### config.mk
export PLATFORM = sky130hd
export DESIGN_NAME = fetch_decode_unit
export DESIGN_NICKNAME = d
export VERILOG_FILES = /design/src/rtl/fetch_decode_unit_pkg.sv /design/src/rtl/fetch_decode_unit_reg_file.sv /design/src/rtl/fetch_decode_unit.sv
export SDC_FILE = /design/constraint.sdc
export NUM_CORES = 1
export LEC_CHECK = 0
export ABC_AREA = 1
export BUFFER_PORTS_ARGS = -buffer_cell sky130_fd_sc_hd__buf_2
export CORE_AREA = 2 2 165 167
export DETAILED_ROUTE_END_ITERATION = 8
export DIE_AREA = 0 0 167 169
export PLACE_DENSITY = 0.53
export SLEW_MARGIN = 15
export SYNTH_ARGS = -nofsm -noshare
export SYNTH_HDL_FRONTEND = slang
export SYNTH_SLANG_ARGS = --single-unit
### constraint.sdc
create_clock -name clk -period 1.8 [get_ports clk]
set_clock_uncertainty 0.15 [all_clocks]
set_input_delay 0.18 -clock clk [delete_from_list [all_inputs] [get_ports clk]]
set_output_delay 0.18 -clock clk [all_outputs]
set_load 0.02 [all_outputs]
### src/rtl/fetch_decode_unit_pkg.sv
// Shared widths, LEGv8 opcode constants and control-word types for the fetch/decode front end.
package fetch_decode_unit_pkg;

  localparam int WORD      = 64;
  localparam int INSTR_LEN = 32;

  localparam logic [10:0] OP_ADD  = 11'b100_0101_1000;
  localparam logic [10:0] OP_SUB  = 11'b110_0101_1000;
  localparam logic [10:0] OP_AND  = 11'b100_0101_0000;
  localparam logic [10:0] OP_ORR  = 11'b101_0101_0000;
  localparam logic [10:0] OP_LDUR = 11'b111_1100_0010;
  localparam logic [10:0] OP_STUR = 11'b111_1100_0000;
  localparam logic [7:0]  OP_CBZ  = 8'b1011_0100;
  localparam logic [5:0]  OP_B    = 6'b00_0101;

  typedef enum logic [1:0] {
    ALU_ADD    = 2'b00,
    ALU_BRANCH = 2'b01,
    ALU_RTYPE  = 2'b10
  } alu_op_e;

  typedef struct packed {
    logic    uncond_branch;
    logic    branch;
    logic    mem_read;
    logic    mem_to_reg;
    logic    mem_write;
    logic    alu_src;
    logic    reg_write;
    logic    reg2_loc;
    alu_op_e alu_op;
  } ctrl_t;

  function automatic logic is_rtype(input logic [10:0] op);
    return (op == OP_ADD) || (op == OP_SUB) || (op == OP_AND) || (op == OP_ORR);
  endfunction

endpackage

### src/rtl/fetch_decode_unit_reg_file.sv
// 32 x WORD register file: two asynchronous read ports, one write port on the rising edge.
// X31 reads as zero and ignores writes; reset clears every register.
module reg_file_32x64
  import fetch_decode_unit_pkg::*;
#(
  parameter int WIDTH = WORD
) (
  input  logic             clk,
  input  logic             reset,
  input  logic             we,
  input  logic [4:0]       waddr,
  input  logic [WIDTH-1:0] wdata,
  input  logic [4:0]       raddr1,
  input  logic [4:0]       raddr2,
  output logic [WIDTH-1:0] rdata1,
  output logic [WIDTH-1:0] rdata2
);

  logic [WIDTH-1:0] regs_r [32];

  // Register storage: clear on reset, otherwise accept the write-back value
  always_ff @(posedge clk) begin
    if (reset) begin
      for (int i = 0; i < 32; i++) begin
        regs_r[i] <= '0;
      end
    end else if (we && (waddr != 5'd31)) begin
      regs_r[waddr] <= wdata;
    end
  end

  // Reads see the pre-edge contents; there is no write-to-read bypass
  assign rdata1 = (raddr1 == 5'd31) ? '0 : regs_r[raddr1];
  assign rdata2 = (raddr2 == 5'd31) ? '0 : regs_r[raddr2];

endmodule

### src/rtl/fetch_decode_unit.sv
// LEGv8 single-cycle front end: PC register, instruction ROM, control decode,
// immediate sign extension and the register file.
module fetch_decode_unit
  import fetch_decode_unit_pkg::*;
#(
  parameter int WORD       = fetch_decode_unit_pkg::WORD,
  parameter int INSTR_LEN  = fetch_decode_unit_pkg::INSTR_LEN,
  parameter int IMEM_DEPTH = 64,
  // ROM image, word i at bits [i*INSTR_LEN +: INSTR_LEN]
  parameter logic [IMEM_DEPTH*INSTR_LEN-1:0] IMEM_INIT = '0
) (
  input  logic                 clk,
  input  logic                 reset,
  input  logic                 pc_src,
  input  logic [WORD-1:0]      branch_target,
  input  logic [WORD-1:0]      write_data,
  output logic [WORD-1:0]      cur_pc,
  output logic [INSTR_LEN-1:0] instruction,
  output logic                 uncond_branch,
  output logic                 branch,
  output logic                 mem_read,
  output logic                 mem_to_reg,
  output logic                 mem_write,
  output logic                 ALU_src,
  output logic                 reg_write,
  output logic [1:0]           ALU_op,
  output logic [WORD-1:0]      read_data1,
  output logic [WORD-1:0]      read_data2,
  output logic [WORD-1:0]      sign_extended
);

  localparam int IDX_W = $clog2(IMEM_DEPTH);

  logic [WORD-1:0]  pc_r;
  logic [IDX_W-1:0] rom_idx_s;
  logic [10:0]      opcode_s;
  ctrl_t            ctrl_s;
  logic [WORD-1:0]  sext_s;
  logic [4:0]       raddr2_s;

  // PC register: redirect to the branch target or step one word
  always_ff @(posedge clk) begin
    if (reset) begin
      pc_r <= '0;
    end else if (pc_src) begin
      pc_r <= branch_target;
    end else begin
      pc_r <= pc_r + WORD'(3'd4);
    end
  end

  // Byte offset bits are dropped; higher PC bits fall off so the index wraps
  assign rom_idx_s   = pc_r[IDX_W+1:2];
  assign instruction = IMEM_INIT[rom_idx_s*INSTR_LEN +: INSTR_LEN];
  assign cur_pc      = pc_r;
  assign opcode_s    = instruction[31:21];

  // Control decode and immediate selection; unknown opcodes behave as a NOP
  always_comb begin
    ctrl_s = ctrl_t'('0);
    sext_s = '0;
    if (is_rtype(opcode_s)) begin
      ctrl_s.reg_write = 1'b1;
      ctrl_s.alu_op    = ALU_RTYPE;
    end else if (opcode_s == OP_LDUR) begin
      ctrl_s.alu_src    = 1'b1;
      ctrl_s.mem_to_reg = 1'b1;
      ctrl_s.reg_write  = 1'b1;
      ctrl_s.mem_read   = 1'b1;
      ctrl_s.alu_op     = ALU_ADD;
      sext_s = {{(WORD-9){instruction[20]}}, instruction[20:12]};
    end else if (opcode_s == OP_STUR) begin
      ctrl_s.reg2_loc  = 1'b1;
      ctrl_s.alu_src   = 1'b1;
      ctrl_s.mem_write = 1'b1;
      ctrl_s.alu_op    = ALU_ADD;
      sext_s = {{(WORD-9){instruction[20]}}, instruction[20:12]};
    end else if (opcode_s[10:3] == OP_CBZ) begin
      ctrl_s.reg2_loc = 1'b1;
      ctrl_s.branch   = 1'b1;
      ctrl_s.alu_op   = ALU_BRANCH;
      sext_s = {{(WORD-19){instruction[23]}}, instruction[23:5]};
    end else if (opcode_s[10:5] == OP_B) begin
      ctrl_s.uncond_branch = 1'b1;
      ctrl_s.alu_op        = ALU_BRANCH;
      sext_s = {{(WORD-26){instruction[25]}}, instruction[25:0]};
    end else begin
      ctrl_s = ctrl_t'('0);
      sext_s = '0;
    end
  end

  assign uncond_branch = ctrl_s.uncond_branch;
  assign branch        = ctrl_s.branch;
  assign mem_read      = ctrl_s.mem_read;
  assign mem_to_reg    = ctrl_s.mem_to_reg;
  assign mem_write     = ctrl_s.mem_write;
  assign ALU_src       = ctrl_s.alu_src;
  assign reg_write     = ctrl_s.reg_write;
  assign ALU_op        = ctrl_s.alu_op;
  assign sign_extended = sext_s;

  // Stores and CBZ read Rt on the second port instead of Rm
  assign raddr2_s = ctrl_s.reg2_loc ? instruction[4:0] : instruction[20:16];

  reg_file_32x64 #(
    .WIDTH (WORD)
  ) u_reg_file (
    .clk    (clk),
    .reset  (reset),
    .we     (ctrl_s.reg_write),
    .waddr  (instruction[4:0]),
    .wdata  (write_data),
    .raddr1 (instruction[9:5]),
    .raddr2 (raddr2_s),
    .rdata1 (read_data1),
    .rdata2 (read_data2)
  );

endmodule

==> results of run 1 <==
## metrics by stage
step | power, mW | util
after floorplan | 2.90 | -
after global placement | 2.99 | 0.281
after detailed placement | 3.00 | 0.281
after CTS | 4.78 | 0.304
after global routing | 5.01 | 0.317
final | 4.79 | 0.317
## worst max-delay path: cells and delay by family (launching register included)
family,cells,cell delay (ns)
and+or+nand+nor,4,0.59
DFF,1,0.37
adders and majority gates,1,0.16
AOI/OAI and AO/OA,1,0.15
xor gates and xnor gates,1,0.12
buffers and inverters,2,0.10
## cell families (layout without fill, tap and decap cells)
kind of cell,Yosys count,in the layout
fa+ha+maj,1,1
xor+xnor,30,30
flops,64,64
buf+inv,373,419
compound gates,50,50
simple gates,541,542
other cells,1,233
## worst max-delay path by stage
stage	startpoint	end	slack (ns)	depth (start not counted)
after floorplan	cur_pc[3]$_SDFF_PP0_	cur_pc[44]$_SDFF_PP0_	0.08	10
after global placement	cur_pc[13]$_SDFF_PP0_	cur_pc[56]$_SDFF_PP0_	-0.13	9
after detailed placement	cur_pc[3]$_SDFF_PP0_	cur_pc[52]$_SDFF_PP0_	-0.11	10
after CTS	cur_pc[3]$_SDFF_PP0_	cur_pc[40]$_SDFF_PP0_	-0.04	11
after global routing	cur_pc[16]$_SDFF_PP0_	cur_pc[45]$_SDFF_PP0_	-0.08	11
final	cur_pc[3]$_SDFF_PP0_	cur_pc[26]$_SDFF_PP0_	0.04	9
## metal layers
layer	vias up	wire length (um)	track usage	part of all wire
met5	-	0	0	0
met4	0	314	0.0420	0.014
met3	19	1250	0.0234	0.056
met2	231	11100	0.271	0.50
met1	2860	9610	0.188	0.43
li1	3288	-	-	-
## Yosys cell counts
cell type	n
nor2_8	2
buf_2	1
clkbuf_1	15
or2_0	1
nand3_2	1
nand2_1	217
and3_1	1
nor2_2	5
ha_1	1
nor2_4	5
o21ai_0	36
nand3b_1	2
inv_1	120
conb_1	1
a21oi_1	6
nand2_2	6
buf_4	233
xor2_1	15
buf_1	3
nand4_1	11
o21ai_1	8
nand2_4	4
nand3_1	53
nor2_1	233
dfxtp_1	64
clkinv_1	1
xnor2_1	15
## cell type report
| type | instances | share of cell area |
|---|---|---|
| well taps | 341 | 0.0507 |
| clock buffers | 9 | 0.0268 |
| flip-flops and latches | 64 | 0.158 |
| clock inverters | 7 | 0.00669 |
| multi-input cells | 856 | 0.479 |
| inverters | 121 | 0.0540 |
| repair buffers | 282 | 0.225 |
## repair_timing
item	4_1_cts	5_1_grt
endpoints found under the hold margin	25	0
pin swaps	4	28
resized for setup	23	124
hold buffers	25	0
setup endpoints to repair	31	48
gates cloned	1	0
buffers inserted	1	5
## report_power, final
part | total [mW] | internal [mW] | switching, mW
clock network | 1.74 | 0.944 | 0.792
logic | 1.40 | 0.430 | 0.972
registers | 1.65 | 1.53 | 0.122
==> metrics.cfg, run 1 <==
[clocking]
clock_latency_ns=0.36
cts_tree=yes
cts_sinks=64
clockBufferDepth=2
cts_root_buffer=clkbuf_16
path_clk_slew_ns=0.07
h-tree-depth=3
cts_inserted_buffers=9

[placed_design]
placed_area_mm2=0.00744
gp_congestion=0.874
pre_cts_ws_ns=-0.106
dp_cells=1633
io_buffers=130
hpwl_um=18000

[layout]
stdcell_area_mm2=0.00841
drive_gt1_frac=0.311
largest_reg_flops=64
multi_input_area_mm2=0.00403
synthToLayoutAreaGrowth_pct=32.3
diodes=0
register_area_mm2=0.00133
fillers=2972
stdcell_count=1680
final_cell_mix=conb_1, nand2_1, nor2_1, buf_2, buf_4
final_common_cell=conb_1
nets=1466

[grt]
grt_max_degree=66
grt_antenna_before_repair=0
overflow=0
grt_first_pass_wirelength_um=32500
grt.total_usage=0.151
first_global_vias=5759

[setup_path]
cp_max_fo=6
r2r_cells=9
worst-r2r-setup-slack_ns=0.04
criticalPathCategory=reg -> reg
worstPathArrival_ns=1.85
cp-start-kind=register
cp-end-kind=register
r2r_end=cur_pc[26]$_SDFF_PP0_
cpMaxStageDelayCell=dfxtp_4
path_cells=ha_4 -> inv_2 -> nor2_4 -> nand2_4 -> nor2_8 -> nand2_2 -> xnor2_1 -> o21ai_0 -> inv_1
critPathRequiredTime_ns=1.89
r2r-start=cur_pc[3]$_SDFF_PP0_
max_stage_delay_ns=0.37

[worst_hold_path]
hp-class=in -> reg
holdPathEnd=cur_pc[33]$_SDFF_PP0_
min-delay-start=branch_target[33]
worstHoldPathCells=5

[pwr]
p_per_area_mw_per_mm2=569
p_leak_nw=4.55
max-vdd-ir-drop_uv=432

[synthesis]
syn_area_mm2=0.00636
netlist_top_cells_area=buf_4, dfxtp_1, nor2_1
ys_seq_area_frac=0.202
synth_top_cell_area_share=0.275
synth_top_family_by_area=buffers and inverters
synth-seq-cells=64
ys_types=27
yosys.area_share.simple=0.357
synth_compound_area_frac=0.0394
synth_xor_area_frac=0.0413
syn_inst=1060
muxShareOfSynthArea=0
avgSynthCellArea_um2=6.00
synthAdderAreaFrac=0.00197
yosysTopAreaCell=buf_4
ys_warn_count=0

[route]
drt-vias-per-instance=3.81
dr.pass1.iters=4
wirelength_um=22300
drtIter0Drc=265
postRouteAntennaNets=0
drc=0
wl_per_cell_um=13.2
vias=6398

[floorplanning]
dieArea_mm2=0.0282
core_area_mm2=0.0265
io_pins=428
row_count=60
dieWidth_um=167
die_y_um=169
start_util=0.240

[timing]
period_needed_ns=1.76
worst_slack_ns=0.0366
finalSetupViolations=0
fin_setup_tns_ns=0
fin_crit_sh=0.980
finalHoldViolCount=2
max_freq_mhz=567
drv_slew=0
rsz0062_at_grt=yes
hold_slack_ns=-0.00731

[run_status]
violations=hold timing
outcome=finished, violations left

[flow_run]
max-cap-violations=0

Note: power is estimated with default switching activity, not from simulation.
==> run 2, diff against run 1 <==
--- a/config.mk
+++ b/config.mk
@@ -7,10 +7,12 @@
 export LEC_CHECK = 0
 export ABC_AREA = 1
 export BUFFER_PORTS_ARGS = -buffer_cell sky130_fd_sc_hd__buf_2
-export CORE_AREA = 2 2 165 167
+export CELL_PAD_IN_SITES_DETAIL_PLACEMENT = 0
+export CELL_PAD_IN_SITES_GLOBAL_PLACEMENT = 1
+export CORE_MARGIN = 2
+export CORE_UTILIZATION = 24
 export DETAILED_ROUTE_END_ITERATION = 8
-export DIE_AREA = 0 0 167 169
-export PLACE_DENSITY = 0.53
+export PLACE_DENSITY = 0.77
 export SLEW_MARGIN = 15
 export SYNTH_ARGS = -nofsm -noshare
 export SYNTH_HDL_FRONTEND = slang
==> metrics.cfg, run 2 (synthesized netlist as in run 1, its figures left out) <==
[setup_path]
cp_max_fo=3
critPathRequiredTime_ns=1.89
path_cells=inv_1 -> nor2_4 -> nand2_1 -> nor2_1 -> buf_4 -> buf_4 -> nand2_1 -> o21ai_1 -> nand3_1 -> nand2_1 -> inv_1
criticalPathCategory=reg -> reg
cpMaxStageDelayCell=dfxtp_4
worstPathArrival_ns=1.82
cpMostUsedCell=nand2_1
cp-end-kind=register
max_stage_delay_ns=0.36
cp-start-kind=register
path_buf_inv=4
crit_family=simple AND/OR/NAND/NOR gates

[route]
drtIter0Drc=233
postRouteAntennaNets=0
drc=0
vias=6376
wirelength_um=21900
wl_per_cell_um=13.1
dr.pass1.iters=4
drt-vias-per-instance=3.82

[layout]
synthToLayoutAreaGrowth_pct=32.5
largest_reg_flops=64
final_common_cell=conb_1
nets=1462
final_cell_mix=conb_1, nor2_1, nand2_1, buf_2, buf_4
drive_gt1_frac=0.314
fillers=2933
post-route-util=0.323

[clocking]
path_clk_slew_ns=0.05
cts_root_buffer=clkbuf_16
clockBufferDepth=2
cts_sinks=64
clock_latency_ns=0.34
h-tree-depth=3
cts_inserted_buffers=9
cts_tree=yes

[floorplanning]
core_area_mm2=0.0261
row_count=59
start_util=0.244
dieWidth_um=167
dieArea_mm2=0.0278
io_pins=428
die_y_um=167

[timing]
rsz0062_at_grt=yes
finalHoldViolCount=0
period_needed_ns=1.73
fin_setup_tns_ns=0
max_freq_mhz=577
fin_crit_sh=0.963
finalSetupViolations=0
drv_slew=0
worst_slack_ns=0.0660

[grt]
overflow=0
first_global_vias=5748
grt_max_degree=57
grt_antenna_before_repair=2
grt.total_usage=0.149
grt_first_pass_wirelength_um=31900

[pwr]
p_total_mw=4.85
max-vdd-ir-drop_uv=374
p_leak_nw=4.58
p_per_area_mw_per_mm2=576

[placed_design]
io_buffers=130
gp_congestion=0.867
hpwl_um=18000
pre_cts_ws_ns=-0.115

[worst_hold_path]
hp-class=in -> reg

[flow_run]
max-cap-violations=0

[run_status]
outcome=completed

==> run 2: cell types whose count changed in the layout (fill, tap and decap cells not counted), moves of 4 or more <==
| cell | before | now |
|---|---|---|
| nor2_1 | 183 | 190 |
| dfxtp_2 | 24 | 30 |
| dfxtp_1 | 36 | 27 |
| nor2_2 | 42 | 32 |
| clkinvlp_4 | 4 | 0 |
==> run 2: final cells by class <==
type,instances,area (um2),area share
clock inverters,3,40.0,0.00475
repair buffers,278,1870,0.222
diodes,1,2.50,0.000297
well taps,335,419,0.0497
multi-input cells,856,4030,0.478
inverters,121,454,0.0539
clock buffers,12,267,0.0316
flip-flops and latches,64,1350,0.160
==> run 2: through the flow <==
step                      cell area (um2)  hold WS [ns]  std cells
after floorplan                      7230         0.165       1292
after global placement               7420         0.255       1623
after detailed placement             7420         0.260       1623
after CTS                            8000      0.000465       1661
after global routing                 8430        0.0320       1670
final                                8430       0.00522       1670
==> run 2: worst paths after layout <==
check | from | endpoint | slack (ns) | cells after the start
worst max register to register | cur_pc[2]$_SDFF_PP0_ | cur_pc[39]$_SDFF_PP0_ | 0.07 | 11
worst min register to register | cur_pc[0]$_SDFFE_PP0P_ | cur_pc[0]$_SDFFE_PP0P_ | 0.35 | 2
worst max-delay path | cur_pc[2]$_SDFF_PP0_ | cur_pc[39]$_SDFF_PP0_ | 0.07 | 11
worst min-delay path | branch_target[25] | cur_pc[25]$_SDFF_PP0_ | 0.005 | 5
==> run 2: worst register-to-register path, cell delays in order (launching register included) <==
cell     delay (ns)
dfxtp_4        0.36
inv_1          0.06
nor2_4         0.16
nand2_1        0.10
nor2_1         0.12
buf_4          0.15
buf_4          0.10
nand2_1        0.08
o21ai_1        0.13
nand3_1        0.11
nand2_1        0.08
inv_1          0.03
==> run 2: power by group <==
part	switching, mW	internal [mW]	total [mW]	leakage (nW)
sequential	0.131	1.53	1.66	0.545
clock	0.646	1.17	1.82	0.154
combinational	0.960	0.414	1.37	3.88
total	1.74	3.12	4.85	4.58
==> run 2: what timing repair did <==
action	in CTS	in global routing
cloned	0	1
endpoints found under the setup margin	32	48
hold buffers	22	0
pin swaps	1	20
resized for setup	21	136
hold endpoints to repair	22	0
buffers inserted	1	7
==> run 2: routing by layer <==
layer	vias to the layer above	routed length, um	GRT usage	part of all wire
li1	3275	-	-	-
met5	-	13	0	0.00059
met4	2	312	0.0427	0.014
met2	228	10700	0.259	0.49
met1	2854	9480	0.183	0.43
met3	17	1300	0.0361	0.060
==> run 3, diff against run 2 <==
--- a/config.mk
+++ b/config.mk
@@ -7,12 +7,14 @@
 export LEC_CHECK = 0
 export ABC_AREA = 1
 export BUFFER_PORTS_ARGS = -buffer_cell sky130_fd_sc_hd__buf_2
+export CAP_MARGIN = 10
 export CELL_PAD_IN_SITES_DETAIL_PLACEMENT = 0
 export CELL_PAD_IN_SITES_GLOBAL_PLACEMENT = 1
 export CORE_MARGIN = 2
 export CORE_UTILIZATION = 24
 export DETAILED_ROUTE_END_ITERATION = 8
 export PLACE_DENSITY = 0.77
+export SETUP_SLACK_MARGIN = 0.2
 export SLEW_MARGIN = 15
 export SYNTH_ARGS = -nofsm -noshare
 export SYNTH_HDL_FRONTEND = slang
==> metrics.cfg, run 3 (synthesized netlist as in run 1, its figures left out) <==
[setup_path]
cpMaxStageDelayCell=dfxtp_4
path_cells=ha_4 -> inv_2 -> nor2_4 -> nand3_4 -> inv_4 -> buf_12 -> nand2_4 -> o21ai_2 -> nand3_1 -> nand2_1 -> inv_1
critPathRequiredTime_ns=1.90
path_buf_inv=4
cp-start-kind=register
crit_family=simple AND/OR/NAND/NOR gates
worstPathArrival_ns=1.80
max_stage_delay_ns=0.37
criticalPathCategory=reg -> reg
cp_max_fo=4
cp-end-kind=register

[timing]
period_needed_ns=1.70
finalHoldViolCount=2
finalSetupViolations=0
rsz0062_at_grt=yes
fin_crit_sh=0.944
fin_setup_tns_ns=0
worst_slack_ns=0.101
drv_slew=0
max_freq_mhz=588
hold_slack_ns=-0.00484

[floorplanning]
dieWidth_um=167
io_pins=428
row_count=59
dieArea_mm2=0.0278
start_util=0.244
core_area_mm2=0.0261
die_y_um=167

[pwr]
max-vdd-ir-drop_uv=346
p_per_area_mw_per_mm2=556
p_total_mw=4.83
p_leak_nw=4.60

[grt]
grt_first_pass_wirelength_um=32100
first_global_vias=5684
grt_antenna_before_repair=1
grt_max_degree=37
overflow=0
grt.total_usage=0.151

[placed_design]
pre_cts_ws_ns=-0.0214
gp_congestion=0.869
placed_area_mm2=0.00725
io_buffers=130
dp_cells=1590
hpwl_um=18100

[route]
wl_per_cell_um=13.2
wirelength_um=22000
drc=0
postRouteAntennaNets=0
vias=6363
drtIter0Drc=282
drt-vias-per-instance=3.83
dr.pass1.iters=4

[layout]
largest_reg_flops=64
fillers=2897
stdcell_area_mm2=0.00868
final_cell_mix=conb_1, nor2_1, nand2_1, buf_2, inv_1
synthToLayoutAreaGrowth_pct=36.5
post-route-util=0.333
nets=1452
final_common_cell=conb_1
stdcell_count=1661
drive_gt1_frac=0.352

[clocking]
clock_latency_ns=0.35
cts_inserted_buffers=9
cts_tree=yes
cts_root_buffer=clkbuf_16
path_clk_slew_ns=0.06
cts_sinks=64
h-tree-depth=3
clockBufferDepth=2

[flow_run]
max-cap-violations=0

[run_status]
violations=hold timing
outcome=finished, violations left

[worst_hold_path]
hp-class=in -> reg

## run 3: cell types whose count changed in the layout (fill, tap and decap cells not counted), sizes merged
cell / before / now
buf: 256 / 246
clkinv: 2 / 3
dlygate4sd3: 22 / 23
nor2: 246 / 245
## run 3: layout make-up
type | count | area [um2] | area share
Tap cell | 335 | 419 | 0.0483
Sequential cell | 64 | 1380 | 0.159
Clock inverter | 4 | 45.0 | 0.00519
Antenna cell | 1 | 2.50 | 0.000288
Clock buffer | 12 | 246 | 0.0284
Timing Repair Buffer | 269 | 1850 | 0.213
Inverter | 121 | 457 | 0.0526
Multi-Input combinational cell | 855 | 4280 | 0.493
## run 3: worst min-delay path: cells and delay by family
kind,cells,cell delay (ns)
buf+inv,2,0.11
simple gates,2,0.11
compound gates,1,0.06
## run 3: report_power, final
group,switching [mW],internal [mW]
Combinational,0.970,0.417
Clock,0.671,1.10
Sequential,0.138,1.53
## run 3: timing repair
action	4_1_cts	5_1_grt
setup buffers	21	10
endpoints found under the setup margin	48	54
resized for setup	130	83
hold buffers	23	0
pin swaps	45	39
hold endpoints to repair	23	0
## run 3: path summary, 6_finish.rpt
check | from | end | slack [ns] | cells after the start
worst min-delay path | branch_target[11] | cur_pc[11]$_SDFF_PP0_ | -0.005 | 5
worst max-delay path | cur_pc[2]$_SDFF_PP0_ | cur_pc[36]$_SDFF_PP0_ | 0.10 | 11
worst min register to register | cur_pc[0]$_SDFFE_PP0P_ | cur_pc[0]$_SDFFE_PP0P_ | 0.35 | 2
worst max register to register | cur_pc[2]$_SDFF_PP0_ | cur_pc[36]$_SDFF_PP0_ | 0.10 | 11
## run 3: layer usage
metal,up-vias,share of wire,GRT usage
met5,-,0,0
li1,3254,-,-
met2,211,0.50,0.266
met3,18,0.055,0.0283
met1,2880,0.44,0.187
met4,0,0.014,0.0427
